**src/rtl/viterbi_pkg.sv**
```systemverilog
// Shared constants for the K=3, rate-1/2 Viterbi decoder.
// Trellis tables and FSM encodings used by the ACS/path-metric stage.
package viterbi_pkg;

    localparam int NUM_STATES = 4;
    localparam int BM_W       = 2;
    localparam int NUM_BR     = 2 * NUM_STATES;

    // Predecessors of each new state: pred0 is the lower-index one.
    localparam int PRED0 [NUM_STATES] = '{0, 2, 0, 2};
    localparam int PRED1 [NUM_STATES] = '{1, 3, 1, 3};

    // Branch-metric index (0-based hamd_n - 1) for each (state, pred).
    localparam int BR0 [NUM_STATES] = '{0, 2, 4, 6};
    localparam int BR1 [NUM_STATES] = '{1, 3, 5, 7};

    typedef logic [1:0] fsm_t;

    localparam fsm_t IDLE = 2'd0;
    localparam fsm_t RUN  = 2'd1;
    localparam fsm_t DONE = 2'd2;

endpackage

```
**src/rtl/acs_cell.sv**
```systemverilog
// One add-compare-select butterfly half.
// Sums are formed one bit wider than the metric so they never wrap.
module acs_cell
    import viterbi_pkg::*;
#(
    parameter int PM_W = 8
) (
    input  logic [PM_W-1:0] pm0,
    input  logic [PM_W-1:0] pm1,
    input  logic [BM_W-1:0] bm0,
    input  logic [BM_W-1:0] bm1,
    output logic [PM_W-1:0] pm_new,
    output logic            dec
);

    logic [PM_W:0] cand0;
    logic [PM_W:0] cand1;

    assign cand0 = {1'b0, pm0} + (PM_W+1)'(bm0);
    assign cand1 = {1'b0, pm1} + (PM_W+1)'(bm1);

    // Ties keep pred0.
    assign dec    = (cand1 < cand0);
    assign pm_new = dec ? cand1[PM_W-1:0] : cand0[PM_W-1:0];

endmodule

```
**src/rtl/acs_pm.sv**
```systemverilog
// ACS and path-metric stage: four path metrics, survivor decisions,
// and end-of-frame best state / metric report.
module acs_pm
    import viterbi_pkg::*;
#(
    parameter int PM_W    = 8,
    parameter int INIT_PM = 16,
    parameter int N_SYM   = 8
) (
    input  logic            clk,
    input  logic            rst,
    input  logic            start,
    input  logic            bm_valid,
    input  logic [1:0]      hamd_1,
    input  logic [1:0]      hamd_2,
    input  logic [1:0]      hamd_3,
    input  logic [1:0]      hamd_4,
    input  logic [1:0]      hamd_5,
    input  logic [1:0]      hamd_6,
    input  logic [1:0]      hamd_7,
    input  logic [1:0]      hamd_8,
    output logic [3:0]      dec_bits,
    output logic            dec_valid,
    output logic [1:0]      best_state,
    output logic [PM_W-1:0] best_pm,
    output logic            frame_done,
    output logic            busy
);

    localparam int CNT_W = $clog2(N_SYM + 1);
    localparam logic [PM_W-1:0] PM_INIT = PM_W'(INIT_PM);

    fsm_t             state;
    logic [CNT_W-1:0] cnt;
    logic [PM_W-1:0]  pm   [NUM_STATES];
    logic [PM_W-1:0]  sel  [NUM_STATES];
    logic [PM_W-1:0]  nxt  [NUM_STATES];
    logic [BM_W-1:0]  bm   [NUM_BR];
    logic [3:0]       dec;
    logic             all_msb;
    logic [1:0]       arg;
    logic [PM_W-1:0]  amin;

    assign bm[0] = hamd_1;
    assign bm[1] = hamd_2;
    assign bm[2] = hamd_3;
    assign bm[3] = hamd_4;
    assign bm[4] = hamd_5;
    assign bm[5] = hamd_6;
    assign bm[6] = hamd_7;
    assign bm[7] = hamd_8;

    for (genvar s = 0; s < NUM_STATES; s++) begin : g_acs
        acs_cell #(
            .PM_W (PM_W)
        ) u_acs (
            .pm0    (pm[PRED0[s]]),
            .pm1    (pm[PRED1[s]]),
            .bm0    (bm[BR0[s]]),
            .bm1    (bm[BR1[s]]),
            .pm_new (sel[s]),
            .dec    (dec[s])
        );
    end

    // Pull all metrics down together once every one has its MSB set.
    always_comb begin
        all_msb = 1'b1;
        for (int s = 0; s < NUM_STATES; s++) begin
            all_msb = all_msb & sel[s][PM_W-1];
        end
        for (int s = 0; s < NUM_STATES; s++) begin
            nxt[s] = sel[s];
            if (all_msb) begin
                nxt[s][PM_W-1] = 1'b0;
            end
        end
    end

    // Argmin over the registered metrics; lowest index wins ties.
    always_comb begin
        arg  = 2'd0;
        amin = pm[0];
        for (int s = 1; s < NUM_STATES; s++) begin
            if (pm[s] < amin) begin
                amin = pm[s];
                arg  = 2'(s);
            end
        end
    end

    assign busy = (state == RUN) || (state == DONE);

    // Frame FSM, step counter, metric registers and output pulses.
    always_ff @(posedge clk) begin
        if (rst) begin
            state      <= IDLE;
            cnt        <= '0;
            pm[0]      <= '0;
            for (int s = 1; s < NUM_STATES; s++) begin
                pm[s] <= PM_INIT;
            end
            dec_bits   <= '0;
            dec_valid  <= 1'b0;
            best_state <= '0;
            best_pm    <= '0;
            frame_done <= 1'b0;
        end else begin
            dec_valid  <= 1'b0;
            frame_done <= 1'b0;
            if (start) begin
                state <= RUN;
                cnt   <= '0;
                pm[0] <= '0;
                for (int s = 1; s < NUM_STATES; s++) begin
                    pm[s] <= PM_INIT;
                end
            end else begin
                unique case (state)
                    IDLE: begin
                        state <= IDLE;
                    end
                    RUN: begin
                        if (bm_valid) begin
                            for (int s = 0; s < NUM_STATES; s++) begin
                                pm[s] <= nxt[s];
                            end
                            dec_bits  <= dec;
                            dec_valid <= 1'b1;
                            cnt       <= cnt + CNT_W'(1);
                            if (cnt == CNT_W'(N_SYM - 1)) begin
                                state <= DONE;
                            end
                        end
                    end
                    DONE: begin
                        best_state <= arg;
                        best_pm    <= amin;
                        frame_done <= 1'b1;
                        state      <= IDLE;
                    end
                    default: begin
                        state <= IDLE;
                    end
                endcase
            end
        end
    end

endmodule

```
**config.mk**
```make
export PLATFORM = sky130hd
export DESIGN_NAME = acs_pm
export DESIGN_NICKNAME = d
export VERILOG_FILES = /design/src/rtl/viterbi_pkg.sv /design/src/rtl/acs_cell.sv /design/src/rtl/acs_pm.sv
export SDC_FILE = /design/constraint.sdc
export NUM_CORES = 1
export LEC_CHECK = 0
export CORE_ASPECT_RATIO = 1.5
export CORE_UTILIZATION = 40
export CTS_BUF_LIST = sky130_fd_sc_hd__clkbuf_16
export DETAILED_ROUTE_END_ITERATION = 10
export PLACE_DENSITY = 0.72
export SLEW_MARGIN = 20
export SYNTH_ARGS = -nofsm -noshare
export SYNTH_HDL_FRONTEND = slang
export SYNTH_HIERARCHICAL = 1
export SYNTH_SLANG_ARGS = --single-unit
```
**constraint.sdc**
```tcl
create_clock -name clk -period 4.8 [get_ports clk]
set_clock_uncertainty 0.15 [all_clocks]
set_input_delay 0.96 -clock clk [delete_from_list [all_inputs] [get_ports clk]]
set_output_delay 0.96 -clock clk [all_outputs]
set_load 0.1 [all_outputs]
```
# Word-level counts from Yosys, hierarchy flattened
# Memories as Yosys holds them, arrays and structs flattened.
# Cells that the tools add are included.
# W data, S select, Z words.
dict set report word_totals {
  out_inout_bits 17
  mem_bits_rw 32
  wordCells 88
  inputBits 20
  regBits 22
  memories 1
}
dict set report classes {
  muxes 37
  add_sub_neg 9
  order_cmp 7
  reduce_logical 8
  bitwise 13
  n_eq_ne 5
}
# name depth width read_ports rd_ports_with_merged_regs write_ports line_no
set memory_table {}
lappend memory_table {pm 4 8 4 0 4 acs_pm.sv:35} ;# logic [PM_W-1:0] pm [NUM_STATES];
# op n
set op_table {}
lappend op_table {{$mux W8} 15}
lappend op_table {{$add A8 B2 Y9} 8}
lappend op_table {{$lt A9 B9 Y1} 4}
lappend op_table {{$lt A8 B8 Y1} 3}
lappend op_table {{$mux W1} 20}
lappend op_table {{$or A1 B1 Y1} 8}
lappend op_table {{$reduce_and A2 Y1} 4}
lappend op_table {{$add A4 B1 Y4 const B} 1}
lappend op_table {{$eq A4 B3 Y1 const B} 1}
lappend op_table {{$mux W2} 2}
lappend op_table {{$and A1 B1 Y1} 3}
lappend op_table {{$ne A3 B2 Y1 const B} 1}
lappend op_table {{$ne A3 B3 Y1 const B} 1}
lappend op_table {{$reduce_and A3 Y1} 1}
lappend op_table {{$reduce_or A3 Y1} 1}
lappend op_table {{$eq A2 B1 Y1 const B} 1}
lappend op_table {{$eq A2 B2 Y1 const B} 1}
lappend op_table {{$not A1 Y1} 2}
lappend op_table {{$reduce_or A2 Y1} 1}
lappend op_table {{$logic_or A1 B1 Y1} 1}

# Longest topological paths before layout
# An unclocked memory read counts as a cell.
dict set report logic_depth {
  ltp_word 9
  mapped_depth 26
}

# Hierarchy
# Netlist, hierarchy kept.
# mod cells_per_inst n_inst seq_area_each_um2 area_each_um2
set modules_own_cells {}
lappend modules_own_cells {acs_pm 304 1 1321.3 2977.9}
lappend modules_own_cells {acs_cell 75 4 0.0 604.3}

# Worst setup path before layout
# OpenSTA, ideal clock, no wires.
dict set report synth_path {
  path_type {register to register}
  startpoint {memory pm[1][2]}
  endpoint {register best_pm[4]}
  setup_ns 0.080
  arrival_ns 4.927
  path_slack_ns -0.357
  required_time_ns 4.570
  stages_incl_launch_ff 24
  path_cell_list {edfxtp_1 -> ha_1 -> o21ai_1 -> a211o_1 -> o21a_4 -> clkbuf_1 -> o21ai_0 -> inv_1 -> ha_1 -> a21oi_1 -> o21ai_0 -> nor3_1 -> o31ai_4 -> o311a_1 -> buf_6 -> mux2i_1 -> ha_1 -> a211o_1 -> a21oi_1 -> nand2_1 -> nor2_1 -> a41oi_4 -> mux2_2 -> a211oi_2}
}
# element line_no
set synth_lines {}
lappend synth_lines {{start: declaration} acs_pm.sv:35}
lappend synth_lines {{end signal: assignment} acs_pm.sv:138} ;# best_pm <= amin;
lappend synth_lines {{end: declaration} acs_pm.sv:25} ;# output logic [PM_W-1:0] best_pm,

==> results by group <==
Run
  – Total of max-cap violations: 0

Setup path
  – Worst r2r path cells: 24
  – Crit path launch type: flip-flop
  – WS Path Type: flip-flop to flip-flop
  – Worst Path Arrival: a little over 5 ns
  – Req. time, crit path: slightly below 5 ns
  – Crit path launch: pm[1][3]$_SDFFCE_PN0P_
  – RR Startpoint: pm[1][3]$_SDFFCE_PN0P_
  – CP max FO: 8
  – Critical path endpoint category: flip-flop

Logic synthesis
  – Synthesized Nets: 703
  – Top cell type's share of synthesized area: 16.5%
  – Area leader, netlist: ha_1
  – Main synth FF type: dfxtp_1
  – Cells taking the most area after synthesis: ha_1 16%, edfxtp_1 13%, dfxtp_1 11%, mux2i_1 6.5%, inv_1 5.0%
  – Syn_area_per_cell: slightly below 9 um^2
  – Register area share after synthesis: between 20 and 25%
  – Fraction of registers with async set/reset: 0%
  – YS warnings: 6
  – Gate Count Post-Synth: about 600
  – Post-synth EDFFs: 24
  – Netlist cell types: 45
  – Netlist Area Pre-Place: roughly 5400 um^2
  – Yosys reg bits: 54

GRT
  – GR peak layer: met2
  – Global-route wire length before repair: 24700 um
  – Largest net degree at the start of global routing: 24
  – Met3 Use GR: 2.71%
  – Met1 usage: 22.7%
  – Met2 global-route usage: 43.3%
  – Overflow after GRT: 0
  – Tot GR Track Use: 22.4%
  – Vias in the first global route: a little over 5000
  – Initial antenna violation count: 0

Clock tree
  – TritonCTS Sinks: 54
  – TritonCTS clock tree: built
  – Clock-pin slew on the worst setup and hold paths: around 0.080 ns
  – H-tree depth: 2
  – Clock Tree Buf Depth: 2
  – Clock Latency Late Sink: 0.31 ns
  – Cts bufs inserted: 5
  – Root Driver: clkbuf_16
  – # hold bufs at CTS: 0

Power
  – Total power: 1690 uW
  – Max VDD drop: 282 uV
  – PD cells: 240 nW/um^2
  – Leak pwr: 0.00316 uW

Placed design
  – I/O Buffers: 36
  – GP Congestion: 0.860
  – Post-DP HPWL: 12000 um
  – DP Cell Count: 842

Hold path
  – Min-delay src: dec_bits[2]$_SDFFE_PP0P_
  – Hold path depth: 2
  – Worst hold path type: flip-flop to flip-flop

STA
  – Final worst-path cycle share: 106%
  – Final WS setup: -0.267 ns
  – Least-Margin Pin Slew: 0.986 ns
  – Final Hold Vio Count: 0
  – Final setup viols: 10
  – Max Slew Vio Count: 0
  – Max Fclk: 197 MHz
  – RSZ-0062 raised after global routing: true
  – Fin crit period: 5.07 ns
  – Max_slew headroom: 34.1%

Route
  – Routed via count: 4882
  – Drt initial violations: 267
  – WL per Instance: 18.2 um
  – ANT nets after route: 0
  – Remaining DRCs: 0
  – WL final: 15800 um
  – Vias/cell: ~5.6
  – First-pass DRT Iterations: 5

Cells and area
  – Area Growth Syn to Fin: 30.7%
  – FF/Latch Area: 1320 um^2
  – Number of diodes: 0
  – Share of cells above drive strength 1: 23.2%
  – Fillers: 1124
  – Area of the multi-input gates: 4150 um^2
  – Nets: 810
  – Non-Filler Instances: about 870

Floorplan
  – Core area: 13100 um^2
  – Num ports: 37
  – Initial Util: between 40 and 50%
  – FP Rows: 51
  – Die H: about 140 um
  – Die footprint: 14000 um^2
  – Die width: 96.8 um

Status
  – Failing checks: negative setup slack
  – Status: finished, violations left
registers in the layout, indices dropped and copies added (netlist names):
name	cells
state	2
cnt	4
dec_valid	1
frame_done	1
dec_bits	4
best_state	2
pm	32
best_pm	8
power breakdown:
part           leakage (uW)  internal, uW  switching, uW
registers          0.000505           492           19.8
logic               0.00258           391            392
clock network     0.0000763           201            193
total               0.00316          1080            605
through the flow:
step / TNS [ns] / hold WS (ns) / utilization [%] / setup WS (ns) / area (um^2)
after global routing: -3.20 / 0.355 / 53.9 / -0.391 / 7050
final: -1.77 / 0.335 / 53.9 / -0.267 / 7050
after global placement: -0.692 / 0.308 / 49.4 / -0.0946 / 6460
after detailed placement: -2.08 / 0.317 / 49.4 / -0.259 / 6460
after floorplan: -0.356 / 0.298 / - / -0.0509 / 5530
after CTS: -0.916 / 0.335 / 52.4 / -0.140 / 6860
layer usage:
layer / up-vias / share of wire, % / wire length (um)
li1: 2339 / - / -
met1: 2344 / 37 / 5860
met2: 137 / 54 / 8490
met5: - / 0 / 0
met4: 0 / 5.7 / 909
met3: 62 / 3.6 / 570
kinds of logic after synthesis:
group / synth area share (%)
multiplexers: 9.62
XOR/XNOR: 8.28
AO/OA/AOI/OAI: 14.7
adder cells (fa/ha/maj): 19.4
flip-flops: 24.5
buffers and inverters: 6.05
AND/OR/NAND/NOR: 17.4
cell type report:
type | instances | area share [%]
clock inverter | 3 | 0.408
timing repair buffer | 112 | 13.6
tap | 159 | 2.82
sequential | 54 | 18.7
inverter | 72 | 3.83
clock buffer | 5 | 1.77
multi-input combinational | 466 | 58.8
cells in the mapped netlist, types with 5 or more instances:
cell type,number
o21ai_0,15
a21oi_1,29
xnor2_1,26
nand4_1,16
nor2_1,32
nand3_1,8
xor2_1,25
a31oi_1,6
clkbuf_1,11
nand2_1,66
mux2_4,6
edfxtp_1,24
a21o_1,13
mux2_2,7
ha_1,71
o21ai_1,5
dfxtp_1,30
fa_1,8
a211oi_2,11
inv_1,72
and3_1,32
mux2i_1,35
nor2b_1,12
placed cells by master, fill, tap and decap left out, types with 6 or more instances in the layout:
master           netlist  routed
buf_4                  0      73
inv_1                 72      66
nand2_1               66      64
ha_1                  71      59
clkdlybuf4s50_1        0      36
and3_1                32      32
nor2_1                32      31
dfxtp_1               30      30
mux2i_1               35      29
xnor2_1               26      26
xor2_1                25      25
a21oi_1               29      24
edfxtp_1              24      24
nand4_1               16      16
a21o_1                13      13
mux2_4                 6      13
nor2b_1               12      12
a211oi_2              11      11
ha_4                   0      11
nand3_1                8       8
fa_1                   8       8
o21ai_4                4       7
inv_2                  0       6
o21ai_1                5       6
o21ai_0               15       6
a31oi_1                6       6
worst paths after layout:
| kind | end | slack (ns) |
|---|---|---|
| max | best_pm[4]$_SDFFE_PP0P_ | -0.27 |
| min | dec_bits[2]$_SDFFE_PP0P_ | 0.33 |
| max reg2reg | best_pm[4]$_SDFFE_PP0P_ | -0.27 |
| min reg2reg | dec_bits[2]$_SDFFE_PP0P_ | 0.33 |
worst max-delay path: stages (launching register included):
cell,delay [ns]
edfxtp_1,0.44
ha_4,0.29
o21ai_2,0.05
a211o_4,0.36
o21a_4,0.24
o21ai_4,0.18
inv_2,0.07
ha_4,0.25
a21oi_4,0.16
o21ai_4,0.10
nor3_4,0.24
o31ai_4,0.11
o311a_1,0.15
buf_12,0.17
mux2i_4,0.20
ha_4,0.29
nand4_1,0.17
a21oi_2,0.21
a21oi_2,0.08
nand2_2,0.12
a21oi_4,0.06
a41oi_4,0.19
buf_12,0.16
mux2_4,0.30
a211oi_2,0.21
timing repair:
item / CTS / global route
cloned: 1 / 0
endpoints found under the setup margin: 10 / 10
pin swaps: 15 / 10
gates resized for setup: 30 / 17
buffers inserted: 10 / 10
(Power assumes the default switching activity.)
